<file path="src/rtl/ps2_rx_pkg.sv">
// ps2_rx_pkg: definitions shared by the PS/2 receiver and the downstream
// break-code/data capture stage.
//   state_t        receiver FSM encoding (IDLE/DPS/LOAD)
//   PS2_FRAME_BITS start + 8 data + parity + stop
//   PS2_BREAK_CODE key-release prefix byte
package ps2_rx_pkg;

    typedef enum logic [1:0] {
        IDLE = 2'b00,
        DPS  = 2'b01,
        LOAD = 2'b10
    } state_t;

    localparam int          PS2_FRAME_BITS = 11;
    localparam logic [7:0]  PS2_BREAK_CODE = 8'hF0;

endpackage

</file>
<file path="src/rtl/ps2_rx_if.sv">
// ps2_rx_if: byte interface between the PS/2 receiver and its consumer.
//   rx_en         consumer -> receiver, 1 = accept new frames
//   dout          last cleanly received byte
//   rx_done_tick  one-cycle strobe, dout is new
//   parity_err    one-cycle strobe, frame dropped for bad parity
//   frame_err     one-cycle strobe, frame dropped for stop=0 or timeout
interface ps2_rx_if;
    import ps2_rx_pkg::*;

    logic       rx_en;
    logic [7:0] dout;
    logic       rx_done_tick;
    logic       parity_err;
    logic       frame_err;

    modport master (
        input  rx_en,
        output dout,
        output rx_done_tick,
        output parity_err,
        output frame_err
    );

    modport slave (
        output rx_en,
        input  dout,
        input  rx_done_tick,
        input  parity_err,
        input  frame_err
    );

endinterface

</file>
<file path="src/rtl/ps2_rx_clk_filter.sv">
// ps2_clk_filter: PS/2 pin front end.
//   clk, reset   system clock, asynchronous active-high reset
//   ps2_clk      raw PS/2 clock pin (asynchronous)
//   ps2_data     raw PS/2 data pin (asynchronous)
//   fall_tick    one-cycle pulse on a de-glitched ps2_clk falling edge
//   data_sync    synchronized ps2_data, valid to sample with fall_tick
// The filtered level only changes once FILTER_LEN consecutive synchronized
// samples agree, so shorter pulses on ps2_clk never produce a fall_tick.
module ps2_clk_filter
    import ps2_rx_pkg::*;
#(
    parameter int FILTER_LEN = 8
) (
    input  logic clk,
    input  logic reset,
    input  logic ps2_clk,
    input  logic ps2_data,
    output logic fall_tick,
    output logic data_sync
);

    logic                  clk_p0, clk_p1;
    logic                  dat_p0, dat_p1;
    logic [FILTER_LEN-2:0] hist_p2;
    logic [FILTER_LEN-1:0] win;
    logic                  filt_lvl_p2;
    logic                  filt_nxt;

    // The newest synchronized sample is part of the window, so the level
    // and the edge register update on the same clock.
    assign win = {hist_p2, clk_p1};

    always_comb begin
        filt_nxt = filt_lvl_p2;
        if (&win)
            filt_nxt = 1'b1;
        else if (~|win)
            filt_nxt = 1'b0;
    end

    always_ff @(posedge clk or posedge reset) begin
        if (reset) begin
            clk_p0      <= 1'b1;
            clk_p1      <= 1'b1;
            dat_p0      <= 1'b1;
            dat_p1      <= 1'b1;
            hist_p2     <= '1;
            filt_lvl_p2 <= 1'b1;
            fall_tick   <= 1'b0;
        end else begin
            // synchronizer stages
            clk_p0      <= ps2_clk;
            clk_p1      <= clk_p0;
            dat_p0      <= ps2_data;
            dat_p1      <= dat_p0;
            // filter window, filtered level and edge register
            hist_p2     <= win[FILTER_LEN-2:0];
            filt_lvl_p2 <= filt_nxt;
            fall_tick   <= filt_lvl_p2 & ~filt_nxt;
        end
    end

    assign data_sync = dat_p1;

endmodule

</file>
<file path="src/rtl/ps2_rx.sv">
// ps2_rx: PS/2 device-to-host receiver.
//   clk, reset   system clock, asynchronous active-high reset
//   ps2_clk      raw PS/2 clock pin
//   ps2_data     raw PS/2 data pin
//   bus          ps2_rx_if.master: rx_en in; dout, rx_done_tick,
//                parity_err, frame_err out
// Deserializes start, 8 data bits LSB first, odd parity, stop. Only frames
// with stop=1 and correct parity update dout; anything else raises exactly
// one error strobe. A frame that stalls for TIMEOUT_CYC cycles is aborted.
module ps2_rx
    import ps2_rx_pkg::*;
#(
    parameter int FILTER_LEN  = 8,
    parameter int TIMEOUT_CYC = 10000
) (
    input  logic     clk,
    input  logic     reset,
    input  logic     ps2_clk,
    input  logic     ps2_data,
    ps2_rx_if.master bus
);

    localparam int             TW       = $clog2(TIMEOUT_CYC + 1);
    localparam logic [TW-1:0]  TMR_LAST = TW'(TIMEOUT_CYC - 1);
    // bits still to shift once the start bit is seen: 8 data + parity + stop
    localparam logic [3:0]     BITS_AFTER_START = 4'(PS2_FRAME_BITS - 2);

    logic          fall_tick;
    logic          data_sync;

    state_t        state, state_n;
    logic [9:0]    b, b_n;
    logic [3:0]    cnt, cnt_n;
    logic [TW-1:0] tmr, tmr_n;
    logic [7:0]    dout_r, dout_n;
    logic          done_r, done_n;
    logic          perr_r, perr_n;
    logic          ferr_r, ferr_n;

    ps2_clk_filter #(
        .FILTER_LEN (FILTER_LEN)
    ) u_filt (
        .clk       (clk),
        .reset     (reset),
        .ps2_clk   (ps2_clk),
        .ps2_data  (ps2_data),
        .fall_tick (fall_tick),
        .data_sync (data_sync)
    );

    always_ff @(posedge clk or posedge reset) begin
        if (reset) begin
            state  <= IDLE;
            b      <= '0;
            cnt    <= '0;
            tmr    <= '0;
            dout_r <= 8'h00;
            done_r <= 1'b0;
            perr_r <= 1'b0;
            ferr_r <= 1'b0;
        end else begin
            state  <= state_n;
            b      <= b_n;
            cnt    <= cnt_n;
            tmr    <= tmr_n;
            dout_r <= dout_n;
            done_r <= done_n;
            perr_r <= perr_n;
            ferr_r <= ferr_n;
        end
    end

    always_comb begin
        state_n = state;
        b_n     = b;
        cnt_n   = cnt;
        tmr_n   = tmr;
        dout_n  = dout_r;
        done_n  = 1'b0;
        perr_n  = 1'b0;
        ferr_n  = 1'b0;

        case (state)
            IDLE: begin
                tmr_n = '0;
                // rx_en gates only new start bits, never a frame in progress
                if (fall_tick && bus.rx_en && !data_sync) begin
                    state_n = DPS;
                    cnt_n   = BITS_AFTER_START;
                end
            end

            DPS: begin
                if (fall_tick) begin
                    b_n   = {data_sync, b[9:1]};
                    tmr_n = '0;
                    if (cnt == 4'd0)
                        state_n = LOAD;
                    else
                        cnt_n = cnt - 4'd1;
                end else if (tmr == TMR_LAST) begin
                    // the counter never passes TMR_LAST: it aborts here
                    ferr_n  = 1'b1;
                    tmr_n   = '0;
                    state_n = IDLE;
                end else begin
                    tmr_n = tmr + TW'(1);
                end
            end

            LOAD: begin
                state_n = IDLE;
                if (!b[9])
                    ferr_n = 1'b1;
                else if (!(^b[8:0]))
                    perr_n = 1'b1;
                else begin
                    dout_n = b[7:0];
                    done_n = 1'b1;
                end
            end

            default: state_n = IDLE;
        endcase
    end

    assign bus.dout         = dout_r;
    assign bus.rx_done_tick = done_r;
    assign bus.parity_err   = perr_r;
    assign bus.frame_err    = ferr_r;

endmodule
</file>
<file path="src/flat_wrapper.sv">
// flat-port wrapper written by rule: the top's interface ports become plain ports
module ps2_rx_flat import ps2_rx_pkg::*;
#(
    parameter int FILTER_LEN  = 8,
    parameter int TIMEOUT_CYC = 10000
)
  (clk, reset, ps2_clk, ps2_data, bus_rx_en, bus_dout, bus_rx_done_tick, bus_parity_err, bus_frame_err);
  ps2_rx_if bus_i ();
  input  logic clk;
  input  logic reset;
  input  logic ps2_clk;
  input  logic ps2_data;
  input wire logic [$bits(bus_i.rx_en)-1:0] bus_rx_en;
  output wire logic [$bits(bus_i.dout)-1:0] bus_dout;
  output wire logic [$bits(bus_i.rx_done_tick)-1:0] bus_rx_done_tick;
  output wire logic [$bits(bus_i.parity_err)-1:0] bus_parity_err;
  output wire logic [$bits(bus_i.frame_err)-1:0] bus_frame_err;
  assign bus_i.rx_en = bus_rx_en;
  assign bus_dout = bus_i.dout;
  assign bus_rx_done_tick = bus_i.rx_done_tick;
  assign bus_parity_err = bus_i.parity_err;
  assign bus_frame_err = bus_i.frame_err;
  ps2_rx #(.FILTER_LEN(FILTER_LEN), .TIMEOUT_CYC(TIMEOUT_CYC)) u_core (.clk(clk), .reset(reset), .ps2_clk(ps2_clk), .ps2_data(ps2_data), .bus(bus_i));
endmodule
</file>
<file path="config.mk">
export PLATFORM = sky130hd
export DESIGN_NAME = ps2_rx_flat
export DESIGN_NICKNAME = d
export VERILOG_FILES = /design/src/rtl/ps2_rx_pkg.sv /design/src/rtl/ps2_rx_if.sv /design/src/rtl/ps2_rx_clk_filter.sv /design/src/rtl/ps2_rx.sv /design/src/flat_wrapper.sv
export SDC_FILE = /design/constraint.sdc
export NUM_CORES = 1
export LEC_CHECK = 0
export ABC_AREA = 1
export ABC_CLOCK_PERIOD_IN_PS = 3920
export CAP_MARGIN = 20
export CORE_UTILIZATION = 50
export DETAILED_ROUTE_END_ITERATION = 16
export PLACE_DENSITY = 0.73
export SYNTH_ARGS = -nofsm -noshare
export SYNTH_HDL_FRONTEND = slang
export SYNTH_SLANG_ARGS = --single-unit
</file>
<file path="constraint.sdc">
create_clock -name clk -period 3.92 [get_ports clk]
set_clock_uncertainty 0.05 [all_clocks]
set_input_delay 0.588 -clock clk [delete_from_list [all_inputs] [get_ports clk]]
set_output_delay 0.588 -clock clk [all_outputs]
set_load 0.03 [all_outputs]
</file>
==> results of run 1 <==
## registers in the layout (all words and copies together), names as in the netlist
signal                     cells
u_core.u_filt.hist_p2          7
u_core.bus.dout                8
u_core.u_filt.filt_lvl_p2      1
u_core.u_filt.clk_p0           1
u_core.u_filt.clk_p1           1
u_core.bus.rx_done_tick        1
u_core.state                   2
u_core.tmr                    14
u_core.u_filt.dat_p0           1
u_core.bus.parity_err          1
u_core.u_filt.data_sync        1
u_core.cnt                     4
u_core.bus.frame_err           1
u_core.b                      10
u_core.u_filt.fall_tick        1
## layer usage
metal / vias up / global-route usage, %
met5: - / 0
met3: 6 / 3.25
li1: 1004 / -
met2: 35 / 29.3
met4: 0 / 9.19
met1: 889 / 24.9
## metrics by stage
| step | cells | power, mW | hold slack [ns] | area (um2) | setup WS (ns) |
|---|---|---|---|---|---|
| after global placement | 384 | 0.911 | 0.296 | 2820 | 1.97 |
| after CTS | 392 | 1.26 | 0.311 | 2920 | 1.85 |
| after detailed placement | 384 | 0.921 | 0.297 | 2820 | 1.89 |
| final | 392 | 1.24 | 0.310 | 2920 | 1.85 |
| after global routing | 392 | 1.32 | 0.316 | 2920 | 1.60 |
| after floorplan | 303 | 0.859 | 0.295 | 2590 | 1.99 |
## kinds of logic after synthesis
logic type,count (synthesis)
AND/OR/NAND/NOR,158
flip-flops,54
buffers and inverters,48
AO/OA/AOI/OAI,29
XOR/XNOR,7
adder cells (fa/ha/maj),7
## cells in the final DEF (no fill, tap or decap), types with 3 or more instances in the layout
master            n
a21oi_1           5
inv_1            37
nor2_2            3
nand4_1          15
clkbuf_8          6
dfrtp_1          42
nand3_1          15
nor3_1            5
inv_2             7
nand2_1          81
o21ai_0          18
ha_1              7
xor2_1            5
clkdlybuf4s50_1  15
nand2_2           5
nor2_1           26
dfstp_2          12
## worst max-delay path by stage
stage	to	slack, ns	cells past startpoint
after floorplan	u_core.b[0]	1.99	1
after global placement	u_core.u_filt.hist_p2[6]	1.97	3
after detailed placement	u_core.state[1]	1.89	10
after CTS	u_core.state[1]	1.85	10
after global routing	u_core.state[1]	1.60	10
final	u_core.state[1]	1.85	10
## power breakdown
group	internal, mW	switching (mW)
combinational	0.0879	0.190
clock	0.146	0.186
sequential	0.603	0.0320
## cell type report
class,instances,area [um2]
clock buffers,6,82.6
clock inverters,2,17.5
fillers,444,1930
inverters,46,173
multi-input cells,201,1040
flip-flops and latches,54,1370
well taps,67,83.8
repair buffers,16,158
## worst register-to-register path, stage by stage, from the launching register on
cell	delay [ns]
dfrtp_1	0.42
inv_1	0.11
ha_1	0.36
nand2_1	0.36
inv_1	0.27
nand2_1	0.08
nand2_1	0.06
inv_1	0.05
nand2_1	0.10
nand2_1	0.06
o21ai_1	0.09
==> flow_summary.json, run 1 <==
{
  "status": "finished clean",
  "grt.overflow.total": 0,
  "track_usage_pct": 18.6,
  "maxUsedRoutingLayer": "met4",
  "num_rows": 25,
  "routed-wl-met2_um": 1970,
  "ys_seq_area_share_pct": 52.8,
  "worstHoldEndpoint": "u_core.u_filt.data_sync",
  "gp_congestion": 0.852,
  "syn-num-nets": 315,
  "dominantRegCellSynth": "dfrtp_1",
  "nNetsFinal": 336,
  "viasPerCell": 4.93,
  "yosys_warnings": 0,
  "setup.reg_to_reg.worst_slack_ns": 1.85,
  "critical_path_class": "reg -> reg",
  "path_cells": "inv_1 > ha_1 > nand2_1 > inv_1 > nand2_1 > nand2_1 > inv_1 > nand2_1 > nand2_1 > o21ai_1",
  "post_cts_buffers": 0,
  "worstHoldPathType": "reg -> reg",
  "dr.pass1.iters": 4,
  "maxSlewHeadroom_pct": 48.9,
  "worstHoldPathCells": 0,
  "drt-total-wl_um": 4320,
  "min_period_ns": 2.07,
  "layout-drive-gt1-share_pct": 12.9,
  "crit_path_end_kind": "flip-flop",
  "vdd_drop_max_mv": 0.241,
  "clkTransAtPathRegs_ns": 0.09,
  "synth.area.top_cells": "dfrtp_1 (41%), dfstp_2 (12%), nand2_1 (12%), inv_1 (5.5%), nor2_1 (3.8%)",
  "cpMaxStageDelayCell": "dfrtp_1",
  "crit_path_frequent_cell": "nand2_1",
  "syn_area_per_cell_um2": 8.54,
  "ys_types": 29,
  "leakage_nw": 1.40,
  "yosys.cell_count.top_type": "nand2_1",
  "synth_compound_area_share_pct": 5.90,
  "insertion_delay_ns": 0.31,
  "max_stage_delay_ns": 0.42,
  "path_buf_inv": 3,
  "drc": 0,
  "h-tree-depth": 2,
  "drtAntennaViolNets": 0,
  "diodes": 0,
  "synth_top_family_by_area": "simple AND/OR/NAND/NOR gates",
  "netlist.area_leader.share_pct": 40.6,
  "crit_family": "simple AND/OR/NAND/NOR gates",
  "synthAdderAreaFrac_pct": 3.38,
  "portBuffers": 15,
  "maxCapViolations": 0,
  "yosys-mux-area-fraction_pct": 0,
  "die_x_um": 74.0,
  "hold_path_startpoint": "u_core.u_filt.dat_p0",
  "cp_max_fo": 16,
  "clockBufferDepth": 2,
  "area_growth_pct": 12.8,
  "die_area_mm2": 0.00547,
  "dpl.hpwl_um": 3260,
  "wl_met1_um": 2160,
  "synthSimpleGateAreaFrac_pct": 28.5,
  "grt_pass1_vias": 1775,
  "setup_viol": 0,
  "final-max-slew-violation-count": 0,
  "drt_iter0_drc": 129,
  "fmax_mhz": 484,
  "cts_tree": "built",
  "finalHoldViolCount": 0,
  "synthTopCellsByCount": "nand2_1 (81), dfrtp_1 (42), inv_1 (38)",
  "worstPathRequired_ns": 4.10,
  "num_vias": 1934,
  "synth_edf_count": 0,
  "postSynth.asyncResetShare_pct": 100,
  "synth_xor_area_share_pct": 2.37,
  "holdBufCountCts": 0,
  "ys_ff_latch": 54,
  "grt_pass1_wl_um": 7700,
  "synth.largest_area_cell": "dfrtp_1",
  "initial_core_util_pct": 53.4,
  "route.met3.wl_um": 131,
  "root_buffer": "clkbuf_8",
  "startpoint_type": "flip-flop",
  "cts_sinks": 54,
  "ios": 16,
  "ff2ff_path_depth": 10,
  "antenna_found_initial": 0,
  "rsz0062_at_grt": "no",
  "cellPowerDensity_mw_per_mm2": 426,
  "min_period_over_period_pct": 52.7,
  "worst_pin_slew_ns": 0.765,
  "die_h_um": 74.0,
  "core_area_mm2": 0.00485,
  "routedWlPerCell_um": 11.0,
  "crit_start": "u_core.state[1]",
  "r2r-start": "u_core.state[1]",
  "synth_area_mm2": 0.00259,
  "fin_setup_tns_ns": 0,
  "utilization_pct": 60.2,
  "numCtsBuffers": 5,
  "synthCells": 303,
  "arrival_ns": 2.25,
  "grt_max_degree": 41,
  "reg2reg_to": "u_core.state[1]",
  "post_cts_resized": 0
}
Note: power is estimated with default switching activity, not from simulation.
==> run 2: changes to the inputs <==
--- a/config.mk
+++ b/config.mk
@@ -6,7 +6,7 @@
 export NUM_CORES = 1
 export LEC_CHECK = 0
 export ABC_AREA = 1
-export ABC_CLOCK_PERIOD_IN_PS = 3920
+export ABC_CLOCK_PERIOD_IN_PS = 1950
 export CAP_MARGIN = 20
 export CORE_UTILIZATION = 50
 export DETAILED_ROUTE_END_ITERATION = 16
==> constraint.sdc (replaced) <==
create_clock -name clk -period 1.95 [get_ports clk]
set_clock_uncertainty 0.05 [all_clocks]
set_input_delay 0.2925 -clock clk [delete_from_list [all_inputs] [get_ports clk]]
set_output_delay 0.2925 -clock clk [all_outputs]
set_load 0.03 [all_outputs]
==> flow_summary.json, run 2 (synthesized netlist as in run 1, its figures left out) <==
{
  "status": "finished clean",
  "numCtsBuffers": 5,
  "cp_max_fo": 7,
  "maxCapViolations": 0,
  "max_stage_delay_ns": 0.45,
  "p_total_mw": 2.48,
  "path_buf_inv": 3,
  "worst_pin_slew_ns": 0.449,
  "worstHoldPathType": "in -> async",
  "root_buffer": "clkbuf_8",
  "combPwrFrac_pct": 22.5,
  "final_common_cell": "nand2_1",
  "routed-wl-met2_um": 2050,
  "setup_ws_ns": 0.219,
  "layout_common_cells": "nand2_1 (81), dfrtp_1 (42), inv_1 (37)",
  "critical_path_class": "reg -> reg",
  "cpMaxStageDelayCell": "dfrtp_1",
  "seqCellArea_mm2": 0.00137,
  "layout-drive-gt1-share_pct": 13.8,
  "seq_power_share_pct": 51.5,
  "leakage_nw": 1.42,
  "drc": 0,
  "stdcell_count": 394,
  "worstPathRequired_ns": 2.10,
  "insertion_delay_ns": 0.30,
  "crit_family": "simple AND/OR/NAND/NOR gates",
  "core_area_mm2": 0.00485,
  "clkTransAtPathRegs_ns": 0.10,
  "nNetsFinal": 338,
  "multi_input_area_mm2": 0.00104,
  "rsz0062_at_grt": "no",
  "clockBufferDepth": 2,
  "startpoint_type": "flip-flop",
  "ios": 16,
  "track_usage_pct": 18.5,
  "die_h_um": 74.0,
  "wl_met1_um": 2180,
  "regMostFlops": "u_core.tmr",
  "utilization_pct": 60.7,
  "arrival_ns": 1.88,
  "route.met3.wl_um": 182,
  "maxSlewHeadroom_pct": 70.0,
  "routedWlPerCell_um": 11.3,
  "dpl.hpwl_um": 3340,
  "num_vias": 1953,
  "dr.pass1.iters": 4,
  "antenna_found_initial": 0,
  "grt_pass1_wl_um": 7710,
  "num_rows": 25,
  "gp_congestion": 0.845,
  "switchingPower_uw": 799,
  "cellPowerDensity_mw_per_mm2": 843,
  "h-tree-depth": 2,
  "grt_pass1_vias": 1777,
  "setup_viol": 0,
  "die_area_mm2": 0.00547,
  "largest_reg_flops": 14,
  "intPower_mw": 1.68,
  "initial_core_util_pct": 53.4,
  "diodes": 0,
  "drt-total-wl_um": 4440,
  "cts_tree": "built",
  "viasPerCell": 4.96,
  "cts_sinks": 54,
  "final-max-slew-violation-count": 0,
  "dp.cells": 386,
  "maxUsedRoutingLayer": "met4",
  "portBuffers": 15,
  "area_growth_pct": 13.7,
  "drtAntennaViolNets": 0,
  "switching_share_pct": 32.2,
  "vdd_drop_max_mv": 0.445,
  "power_frac_clock_pct": 25.9,
  "crit_path_end_kind": "flip-flop",
  "fmax_mhz": 578,
  "die_x_um": 74.0,
  "min_period_over_period_pct": 88.8,
  "path_cells": "ha_1 > inv_1 > nor2_2 > inv_2 > nor2_1 > nand3_1 > nand2_2 > nand2_2 > inv_2 > a21oi_1",
  "grt.overflow.total": 0,
  "post_cts_buffers": 0,
  "drt_iter0_drc": 89,
  "grt_max_degree": 23,
  "fin_setup_tns_ns": 0,
  "fillers": 432,
  "min_period_ns": 1.73,
  "post-place-ws_ns": 0.162,
  "finalHoldViolCount": 0
}
[run 2: cell types whose count changed in the layout (fill, tap and decap cells not counted)]
cell / change
clkinv_4: -2
ha_2: +1
ha_1: -1
inv_4: +1
buf_4: +1
clkinv_2: +1
buf_12: +1
[run 2: worst paths after layout]
check | start | slack, ns | endpoint | depth (start not counted)
worst min register to register | u_core.u_filt.dat_p0 | 0.31 | u_core.u_filt.data_sync | 0
max in group asynchronous | reset | 1.08 | u_core.bus.dout[6] | 3
worst max register to register | u_core.tmr[0] | 0.22 | u_core.tmr[4] | 10
worst min-delay path | reset | 0.25 | u_core.b[1] | 2
min in group clk | u_core.u_filt.dat_p0 | 0.31 | u_core.u_filt.data_sync | 0
worst max-delay path | u_core.tmr[0] | 0.22 | u_core.tmr[4] | 10
[run 2: what timing repair did]
| item | CTS | global route |
|---|---|---|
| setup endpoints to repair | 0 | 6 |
| resized for setup | 0 | 1 |
| hold buffers | 0 | 0 |
[run 2: routing by layer]
metal / vias to the layer above / GRT usage [%]
met5: - / 0
met4: 0 / 6.20
met3: 3 / 4.07
met2: 43 / 30.6
met1: 896 / 24.3
li1: 1011 / -
[run 2: cell type report]
class | instances | share of cell area, %
Clock inverter | 2 | 0.383
Tap cell | 67 | 2.85
Timing Repair Buffer | 18 | 6.29
Clock buffer | 6 | 2.81
Multi-Input combinational cell | 201 | 35.4
Inverter | 46 | 5.87
Sequential cell | 54 | 46.4
[run 2: power groups by stage]
stage	clock (mW)	combinational [mW]	sequential [mW]
finish	0.644	0.559	1.28
global route	0.700	0.651	1.29
CTS	0.667	0.564	1.28
detailed placement	0	0.558	1.30
global placement	0	0.541	1.29
floorplan	0	0.448	1.28
[run 2: per-stage QoR]
| step | area [um2] | hold WS [ns] |
|---|---|---|
| after detailed placement | 2850 | 0.300 |
| final | 2940 | 0.255 |
| after floorplan | 2590 | 0.247 |
| after global routing | 2940 | 0.291 |
| after CTS | 2940 | 0.267 |
| after global placement | 2850 | 0.296 |
